===== config.mk =====
export PLATFORM = sky130hd
export DESIGN_NAME = rfe_enroll_stream
export DESIGN_NICKNAME = d
export VERILOG_FILES = /design/src/rtl/rfe_pkg.sv /design/src/rtl/rm1m_encoder.sv /design/src/rtl/rfe_enroll_stream.sv
export SDC_FILE = /design/constraint.sdc
export NUM_CORES = 1
export LEC_CHECK = 0
export ABC_CLOCK_PERIOD_IN_PS = 3200
export BUFFER_PORTS_ARGS = -buffer_cell sky130_fd_sc_hd__buf_2
export CORE_MARGIN = 2
export CORE_UTILIZATION = 50
export DETAILED_ROUTE_END_ITERATION = 7
export PLACE_DENSITY = 0.69
export SLEW_MARGIN = 40
export SYNTH_ARGS = -nofsm -noshare
export SYNTH_HDL_FRONTEND = slang
export SYNTH_SLANG_ARGS = --single-unit

===== constraint.sdc =====
create_clock -name clk -period 3.2 [get_ports clk]
set_clock_uncertainty 0.1 [all_clocks]
set_input_delay 0.32 -clock clk [delete_from_list [all_inputs] [get_ports clk]]
set_output_delay 0.32 -clock clk [all_outputs]
set_load 0.03 [all_outputs]

===== src/rtl/rfe_pkg.sv =====
// Shared types and helpers for the fuzzy-extractor enrollment stream.
// Latency: n/a (package). Backpressure: n/a.
// Holds the FSM state enum, TRNG mode encodings, a clog2 that never returns 0, and an RM(1,M) bit model.
package rfe_pkg;

    typedef enum logic [2:0] {
        ST_IDLE,
        ST_PUF_READ,
        ST_TRNG_READ,
        ST_ENC,
        ST_OUT,
        ST_DONE
    } rfe_state_t;

    localparam int TRNG_MODE_REP   = 0;  // one TRNG bit per block, copied into every x bit
    localparam int TRNG_MODE_FRESH = 1;  // K fresh TRNG bits per block, a[0] first

    // Width helper: at least one bit even for a count of 0 or 1.
    function automatic int clog2_safe(input int v);
        return (v <= 1) ? 1 : $clog2(v);
    endfunction

    // Reference RM(1,m) codeword bit u for message a (a[0] is the constant term).
    function automatic logic rm_cw(input int m, input logic [6:0] a, input int u);
        logic r;
        r = a[0];
        for (int j = 0; j < m; j++) begin
            r = r ^ (a[j+1] & u[j]);
        end
        return r;
    endfunction

endpackage


===== src/rtl/rm1m_encoder.sv =====
// RM(1,M) encoder: codeword[u] = a[0] ^ XOR_j(a[j+1] & u[j]).
// Latency: purely combinational. Backpressure: none.
// Ports: a[K-1:0] message in, codeword[N-1:0] out. Each bit is an AND row feeding an M-deep XOR chain.
module rm1m_encoder #(
    parameter int  M = 5,
    localparam int N = 1 << M,
    localparam int K = M + 1
) (
    input  logic [K-1:0] a,
    output logic [N-1:0] codeword
);

    for (genvar u = 0; u < N; u++) begin : g_bit
        localparam logic [M-1:0] UB = M'(u);
        logic [M:0] acc;

        assign acc[0] = a[0];
        for (genvar j = 0; j < M; j++) begin : g_term
            assign acc[j+1] = acc[j] ^ (a[j+1] & UB[j]);
        end
        assign codeword[u] = acc[M];
    end

endmodule


===== src/rtl/rfe_enroll_stream.sv =====
// Fuzzy-extractor enrollment: reads PUF words and TRNG bits, streams one (R', H = R' ^ RM(1,M)(x)) block at a time.
// Latency: first out_valid 2 + 2*PUF_WORDS + 2*TB edges after start; each later block 2*TB + 2 after the previous handshake.
// Backpressure: out_* held stable while out_valid & ~out_ready; nothing advances until the handshake.
// Ports: start/abort/busy/done control; puf_clk/puf_enable/puf_addr/puf_data PUF bus; trng_clk/trng_enable/trng_data
// TRNG bus; out_valid/out_ready/out_index/out_last/out_helper block stream; out_rprime only with RFE_RPRIME_OUT_EN.
module rfe_enroll_stream
    import rfe_pkg::*;
#(
    parameter int  M          = 5,
    parameter int  PUF_BLOCKS = 2,
    parameter int  BLOCKS     = 22,
    parameter int  PUF_W      = 8,
    parameter int  TRNG_MODE  = TRNG_MODE_REP,
    localparam int N          = 1 << M,
    localparam int K          = M + 1,
    localparam int PUF_WORDS  = PUF_BLOCKS * N / PUF_W,
    localparam int AW         = clog2_safe(PUF_WORDS),
    localparam int IW         = clog2_safe(BLOCKS)
) (
    input  logic             clk,
    input  logic             rst_n,
    input  logic             start,
    input  logic             abort,
    output logic             busy,
    output logic             done,
    output logic             puf_clk,
    output logic             puf_enable,
    output logic [AW-1:0]    puf_addr,
    input  logic [PUF_W-1:0] puf_data,
    output logic             trng_clk,
    output logic             trng_enable,
    input  logic             trng_data,
    output logic             out_valid,
    input  logic             out_ready,
    output logic [IW-1:0]    out_index,
    output logic             out_last,
    output logic [N-1:0]     out_helper
`ifdef RFE_RPRIME_OUT_EN
   ,output logic [N-1:0]     out_rprime
`endif
);

    localparam int TB = (TRNG_MODE == TRNG_MODE_FRESH) ? K : 1;
    localparam int BW = clog2_safe(K);
    localparam int RW = clog2_safe(PUF_BLOCKS);

    rfe_state_t              state;
    logic                    start_d;
    logic [PUF_BLOCKS*N-1:0] pbuf;
    logic [K-1:0]            x_q;
    logic [BW-1:0]           bit_cnt;
    logic [IW-1:0]           blk;
    logic [RW-1:0]           rsel;    // blk % PUF_BLOCKS, kept as a wrapping counter to avoid a divider
    logic [N-1:0]            cw;
    logic [N-1:0]            r_cur;

    assign r_cur = pbuf[rsel*N +: N];

    rm1m_encoder #(.M(M)) u_enc (
        .a        (x_q),
        .codeword (cw)
    );

    always_ff @(posedge clk or negedge rst_n) begin
        if (!rst_n) begin
            state       <= ST_IDLE;
            start_d     <= 1'b0;
            busy        <= 1'b0;
            done        <= 1'b0;
            puf_clk     <= 1'b0;
            puf_enable  <= 1'b0;
            puf_addr    <= '0;
            trng_clk    <= 1'b0;
            trng_enable <= 1'b0;
            out_valid   <= 1'b0;
            out_index   <= '0;
            out_last    <= 1'b0;
            out_helper  <= '0;
`ifdef RFE_RPRIME_OUT_EN
            out_rprime  <= '0;
`endif
            pbuf        <= '0;
            x_q         <= '0;
            bit_cnt     <= '0;
            blk         <= '0;
            rsel        <= '0;
        end else begin
            start_d <= start;
            done    <= 1'b0;
            if (abort && state != ST_IDLE) begin
                // Abort wins over everything, including a same-cycle handshake; pbuf is kept.
                state       <= ST_IDLE;
                busy        <= 1'b0;
                puf_clk     <= 1'b0;
                puf_enable  <= 1'b0;
                puf_addr    <= '0;
                trng_clk    <= 1'b0;
                trng_enable <= 1'b0;
                out_valid   <= 1'b0;
            end else begin
                case (state)
                    ST_IDLE: begin
                        if (start && !start_d) begin
                            state      <= ST_PUF_READ;
                            busy       <= 1'b1;
                            puf_enable <= 1'b1;
                            puf_clk    <= 1'b0;
                            puf_addr   <= '0;
                        end
                    end
                    ST_PUF_READ: begin
                        // puf_clk doubles as the word phase: low = address phase, high = capture phase.
                        if (!puf_clk) begin
                            puf_clk <= 1'b1;
                        end else begin
                            puf_clk <= 1'b0;
                            pbuf[puf_addr*PUF_W +: PUF_W] <= puf_data;
                            if (puf_addr == AW'(PUF_WORDS - 1)) begin
                                state       <= ST_TRNG_READ;
                                puf_enable  <= 1'b0;
                                puf_addr    <= '0;
                                blk         <= '0;
                                rsel        <= '0;
                                bit_cnt     <= '0;
                                trng_enable <= 1'b1;
                                trng_clk    <= 1'b0;
                            end else begin
                                puf_addr <= puf_addr + AW'(1);
                            end
                        end
                    end
                    ST_TRNG_READ: begin
                        if (!trng_clk) begin
                            trng_clk <= 1'b1;
                        end else begin
                            trng_clk <= 1'b0;
                            if (TRNG_MODE == TRNG_MODE_FRESH) begin
                                x_q[bit_cnt] <= trng_data;
                            end else begin
                                x_q <= {K{trng_data}};
                            end
                            if (bit_cnt == BW'(TB - 1)) begin
                                state       <= ST_ENC;
                                trng_enable <= 1'b0;
                                bit_cnt     <= '0;
                            end else begin
                                bit_cnt <= bit_cnt + BW'(1);
                            end
                        end
                    end
                    ST_ENC: begin
                        out_helper <= r_cur ^ cw;
`ifdef RFE_RPRIME_OUT_EN
                        out_rprime <= r_cur;
`endif
                        out_index  <= blk;
                        out_last   <= (blk == IW'(BLOCKS - 1));
                        out_valid  <= 1'b1;
                        state      <= ST_OUT;
                    end
                    ST_OUT: begin
                        if (out_ready) begin
                            out_valid <= 1'b0;
                            if (blk == IW'(BLOCKS - 1)) begin
                                state <= ST_DONE;
                                done  <= 1'b1;
                            end else begin
                                blk         <= blk + IW'(1);
                                rsel        <= (rsel == RW'(PUF_BLOCKS - 1)) ? '0 : rsel + RW'(1);
                                state       <= ST_TRNG_READ;
                                trng_enable <= 1'b1;
                            end
                        end
                    end
                    ST_DONE: begin
                        state <= ST_IDLE;
                        busy  <= 1'b0;
                    end
                    default: begin
                        state <= ST_IDLE;
                        busy  <= 1'b0;
                    end
                endcase
            end
        end
    end

endmodule


==> flow_metrics.py, run 1 <==
metrics = {
    "detailed_routing": {
        "dr.pass1.iters": 7,
        "drt_iter0_drc": 211,
        "drc": 6,
        "ant_nets": 0,
        "vias": 4266,
        "drt_wl_total_microns": 12800,
        "wl_per_cell_microns": 16.6,
        "viasPerCell": 5.53,
    },
    "clocking": {
        "clk_pin_slew_worst_paths_ps": 50,
        "cts_buffers": 17,
        "clock_latency_ps": 420,
        "clockBufferDepth": 2,
        "htree_levels": 4,
        "cts-root-buf": "clkbuf_16",
        "cts_tree": "yes",
        "post-cts-setup-buffer-count": 0,
        "cts_sinks": 126,
    },
    "global_route": {
        "grt_pass1_vias": 4240,
        "grt_max_degree": 46,
        "antenna_found_initial": 0,
        "grt_pass1_wl_microns": 21400,
        "grt.overflow.total": 0,
        "grt_usage_pct": 21.5,
    },
    "timing": {
        "hold_viol_final": 0,
        "min_period_ps": 2780,
        "setup_viol": 0,
        "relSlewSlack_pct": 58.1,
        "rsz0062_at_grt": "false",
        "period_share_pct": 87.0,
        "worstMarginPinSlew_ps": 624,
        "fmax_mhz": 359,
        "layout_setup_ws_ps": 417,
        "maxSlewViolCount": 0,
        "timing.hold.ws_ps": 39.3,
        "fin_setup_tns_ps": 0,
    },
    "die": {
        "ioPinCount": 62,
        "die-area_sq_um": 12800,
        "die_h_microns": 113,
        "initial_core_util_pct": 51.6,
        "die_x_microns": 113,
        "std_cell_rows": 39,
        "core_area_sq_um": 11500,
    },
    "final_layout": {
        "utilization_pct": 60.9,
        "final_cells": 772,
        "syn_to_final_growth_pct": 17.9,
        "num_antenna_cells": 0,
        "final_area_sq_um": 7010,
        "final_net_count": 639,
        "drive_above_1_share_pct": 25.0,
    },
    "synth": {
        "ys_seq_elements": 126,
        "synthMuxAreaShare_pct": 15.4,
        "synth_warnings": 0,
        "postSynthNetCount": 576,
        "synth_edf_count": 0,
        "syn_area_sq_um": 5950,
        "async_flop_share_pct": 100,
        "synth_adder_area_share_pct": 1.89,
        "ys_seq_area_share_pct": 53.0,
        "synthSimpleGateAreaFrac_pct": 13.9,
        "avgSynthCellArea_sq_um": 10.8,
        "ys.flop_type": "dfrtp_1",
        "syn_inst": 553,
        "synth-compound-area-share_pct": 10.0,
        "synthDistinctLibCells": 53,
        "synth_top_family_by_area": "multiplexers",
        "synth_xor_area_share_pct": 2.50,
    },
    "setup_path": {
        "cp-start-kind": "flop",
        "end_kind": "flop",
        "crit_path_max_fanout": 17,
        "slowest_stage": "or4b_1",
        "required_ps": 3400,
        "critical_path.top_delay_family": "simple AND/OR/NAND/NOR gates",
        "crit_chain": "or4b_1 -> or3_4 -> or4_4 -> mux2_4",
        "crit_type": "reg -> reg",
        "path_buf_inv": 0,
        "cpPeakStageDelay_ps": 640,
        "arrival_ps": 2990,
    },
    "run_status": {
        "status": "finished, violations left",
        "failed_checks": "DRC",
    },
    "placement": {
        "numPortBuffers": 61,
        "placed_cell_area_sq_um": 6410,
        "post-place-ws_ps": 440,
        "dpl.hpwl_microns": 8970,
        "placedCellCount": 738,
        "place_congestion": 0.859,
    },
    "run": {
        "max_cap_violations": 0,
    },
    "pwr": {
        "total_power_mw": 5.40,
        "powerDensity_nw_per_um2": 770,
        "p_leak_nw": 3.31,
        "ir_worst_vdd_mv": 0.431,
    },
    "hold_path": {
        "hp-class": "in -> reg",
    },
}
-- routing by layer --
metal  global-route usage (%)  up-vias  part of all wire (%)
li1                         -     2057                     -
met2                     35.1       89                    49
met4                     8.70        0                   1.6
met1                     28.1     2103                    45
met5                        0        -                     0
met3                     4.77       17                   4.3
-- worst paths after layout --
kind                       slack [ps]  cells after the start            to    startpoint
setup / recovery                  420                      4      pbuf[33]      state[0]
hold / removal                     40                      2        x_q[0]     trng_data
setup reg to reg                  420                      4      pbuf[33]      state[0]
hold reg to reg                   370                      2  out_index[1]  out_index[1]
max in group asynchronous        1880                      3      pbuf[23]         rst_n
min in group asynchronous         330                      2      pbuf[27]         rst_n
-- cells in the final DEF (no fill, tap or decap), types with 3 or more instances in the layout --
master / instances
dfrtp_1: 124
nand2_1: 81
o21ai_0: 65
buf_2: 60
mux2_2: 38
mux2i_1: 37
nor2_1: 17
clkbuf_16: 17
xor2_1: 16
buf_4: 16
inv_1: 13
o31ai_1: 13
and2_1: 12
nand2b_1: 11
a21oi_1: 9
ha_1: 9
mux2_4: 8
nor2b_1: 6
nor3_1: 6
nand3_1: 6
clkbuf_1: 6
clkinv_2: 4
nor4_1: 3
and3_1: 3
bufinv_16: 3
-- area by class of cell --
class / count / area (sq um)
Fill cell: 985 / 4500
Multi-Input combinational cell: 380 / 2600
Clock buffer: 25 / 475
Inverter: 13 / 48.8
Timing Repair Buffer: 78 / 440
Tap cell: 143 / 179
Clock inverter: 7 / 110
Sequential cell: 126 / 3160
-- cell usage after synthesis (all sizes together), types with 2 or more instances --
| library cell | count | area share, % |
|---|---|---|
| inv | 13 | 0.82 |
| nor4b | 2 | 0.29 |
| or4 | 3 | 0.44 |
| and3 | 3 | 0.32 |
| a32oi | 2 | 0.29 |
| mux2 | 46 | 9.2 |
| nand2b | 11 | 1.2 |
| a21oi | 9 | 0.76 |
| nand3b | 2 | 0.25 |
| nor3 | 6 | 0.50 |
| nor4 | 3 | 0.32 |
| nand4 | 2 | 0.21 |
| clkbuf | 28 | 1.8 |
| nor2 | 19 | 1.3 |
| buf | 6 | 0.65 |
| and2 | 12 | 1.3 |
| or3 | 3 | 0.40 |
| nand4b | 2 | 0.29 |
| ha | 9 | 1.9 |
| nor3b | 2 | 0.25 |
| mux2i | 37 | 6.2 |
| xor2 | 16 | 2.4 |
| o21ai | 66 | 5.6 |
| o31ai | 13 | 1.6 |
| nand2 | 82 | 5.2 |
| nand3 | 6 | 0.50 |
| dfrtp | 126 | 53 |
| nor2b | 6 | 0.63 |
-- worst reg2reg max path, stage by stage (launching register included) --
cell and delay, ps:
dfrtp_1 620, or4b_1 640, or3_4 430, or4_4 540, mux2_4 330
-- state kept, by name, summed over array words and instances, names as in the netlist, 3 cells and up --
| signal | cells |
|---|---|
| pbuf | 64 |
| out_helper | 32 |
| blk | 5 |
| out_index | 5 |
| bit_cnt | 3 |
| puf_addr | 3 |
| state | 3 |
-- what timing repair did --
action | in CTS | in global routing
hold buffers | 2 | 0
hold endpoints to repair | 38 | 0
resized for setup | 0 | 0
-- cells by family after synthesis --
group           after synthesis
compound gates              103
simple gates                168
flops                       126
buf+inv                      47
xor+xnor                     17
fa+ha+maj                     9
mux                          83
-- power by group --
part,internal [mW],switching [mW]
Combinational,0.516,0.890
Sequential,1.84,0.243
Clock,1.26,0.654
Total,3.62,1.79
No activity file was read; power rests on OpenSTA's default activity.
==> run 2: changes to the inputs <==
--- a/config.mk
+++ b/config.mk
@@ -7,8 +7,10 @@
 export LEC_CHECK = 0
 export ABC_CLOCK_PERIOD_IN_PS = 3200
 export BUFFER_PORTS_ARGS = -buffer_cell sky130_fd_sc_hd__buf_2
+export CORE_ASPECT_RATIO = 0.5
 export CORE_MARGIN = 2
 export CORE_UTILIZATION = 50
+export CTS_CLUSTER_DIAMETER = 40
 export DETAILED_ROUTE_END_ITERATION = 7
 export PLACE_DENSITY = 0.69
 export SLEW_MARGIN = 40
==> run 2 against run 1 <==
  * The flow now finishes without violations
  * Final area rose by 0.55%
  * Hold slack improved by 2.6 ps
  * Power rose by 0.40%
  * Sequential share of layout area fell by 0.25 points
==> flow_metrics.py, run 2 (synthesized netlist as in run 1, its figures left out) <==
metrics = {
    "detailed_routing": {
        "drc": 0,
        "viasPerCell": 5.30,
        "wl_per_cell_microns": 16.3,
        "ant_nets": 0,
        "dr.pass1.iters": 4,
        "drt_iter0_drc": 230,
        "vias": 4194,
        "wl_met3_microns": 295,
        "drt_wl_total_microns": 12900,
        "wl_met1_microns": 6450,
        "top_layer": "met4",
        "route.met2.wl_microns": 6000,
    },
    "die": {
        "core_area_sq_um": 11700,
        "die-area_sq_um": 12800,
        "initial_core_util_pct": 50.8,
        "ioPinCount": 62,
        "std_cell_rows": 28,
        "die_h_microns": 81.1,
        "die_x_microns": 158,
    },
    "timing": {
        "worstMarginPinSlew_ps": 616,
        "min_period_ps": 2810,
        "setup_viol": 0,
        "fin_setup_tns_ps": 0,
        "layout_setup_ws_ps": 388,
        "fmax_mhz": 356,
        "relSlewSlack_pct": 58.9,
        "hold_viol_final": 0,
        "maxSlewViolCount": 0,
        "rsz0062_at_grt": "false",
        "period_share_pct": 87.9,
    },
    "final_layout": {
        "drive_above_1_share_pct": 25.7,
        "num_antenna_cells": 0,
        "largest_reg_flops": 64,
        "final_net_count": 638,
        "final_common_cell": "dfrtp_1",
        "syn_to_final_growth_pct": 18.6,
        "final_area_sq_um": 7050,
        "utilization_pct": 60.3,
        "final_cell_mix": "dfrtp_1, nand2_1, o21ai_0",
        "reg_top3": "pbuf x64, out_helper x32",
        "largest_register": "pbuf",
    },
    "global_route": {
        "antenna_found_initial": 0,
        "grt_pass1_vias": 4104,
        "grt_pass1_wl_microns": 21300,
        "grt.overflow.total": 0,
        "grt_usage_pct": 21.9,
        "grt_max_degree": 74,
    },
    "clocking": {
        "post-cts-setup-buffer-count": 0,
        "cts-resized-gates": 0,
        "cts_sinks": 126,
        "clockBufferDepth": 2,
        "cts_tree": "yes",
        "cts_buffers": 17,
        "cts-root-buf": "clkbuf_16",
        "htree_levels": 4,
        "clock_latency_ps": 410,
        "clk_pin_slew_worst_paths_ps": 60,
    },
    "setup_path": {
        "r2r_cells": 4,
        "crit_type": "reg -> reg",
        "crit_path_max_fanout": 17,
        "arrival_ps": 3000,
        "end_kind": "flop",
        "cp-start-kind": "flop",
        "required_ps": 3390,
    },
    "hold_path": {
        "whs_path_depth": 2,
        "hp-class": "in -> reg",
    },
    "placement": {
        "dpl.hpwl_microns": 8650,
        "post-place-ws_ps": 441,
        "placed_cell_area_sq_um": 6450,
        "place_congestion": 0.847,
        "numPortBuffers": 61,
    },
    "pwr": {
        "ir_worst_vdd_mv": 0.429,
        "powerDensity_nw_per_um2": 769,
        "total_power_mw": 5.42,
        "p_leak_nw": 3.30,
    },
    "run_status": {
        "status": "finished clean",
    },
    "run": {
        "max_cap_violations": 0,
    },
}
## run 2: metal layers
| metal | vias to the layer above | GRT usage, % |
|---|---|---|
| li1 | 2062 | - |
| met3 | 16 | 3.90 |
| met2 | 61 | 34.6 |
| met5 | - | 0 |
| met4 | 0 | 7.39 |
| met1 | 2055 | 31.0 |
## run 2: stage by stage
stage	instances	hold WS, ps
floorplan	553	-75.6
global placement	759	274
detailed placement	759	277
CTS	791	34.6
global route	791	57.0
finish	791	41.9
## run 2: final timing paths
check | end | slack [ps] | startpoint
min in group asynchronous | blk[3] | 370 | rst_n
worst min register to register | out_index[2] | 370 | out_index[2]
worst min-delay path | x_q[0] | 40 | trng_data
worst max-delay path | pbuf[37] | 390 | state[0]
worst max register to register | pbuf[37] | 390 | state[0]
max in group asynchronous | pbuf[59] | 1850 | rst_n
## run 2: report_power, final
part | switching (mW) | total (mW) | internal, mW
logic | 0.894 | 1.41 | 0.519
registers | 0.238 | 2.08 | 1.84
clock network | 0.704 | 1.93 | 1.23
## run 2: timing repair
| action | 4_1_cts | 5_1_grt |
|---|---|---|
| hold buffers | 2 | 0 |
| endpoints found under the hold margin | 46 | 0 |
| setup endpoints to repair | 0 | 0 |
## run 2: final cells by class
type | instances | area [sq um]
Fill cell | 973 | 4650
Sequential cell | 126 | 3160
Multi-Input combinational cell | 380 | 2610
Timing Repair Buffer | 77 | 445
Clock buffer | 18 | 439
Tap cell | 165 | 206
Clock inverter | 12 | 146
Inverter | 13 | 48.8
## run 2: worst max-delay path: stages (launching register included)
cell     delay, ps
dfrtp_1        600
or4b_1         670
or3_4          440
or4_4          540
mux2_4         340
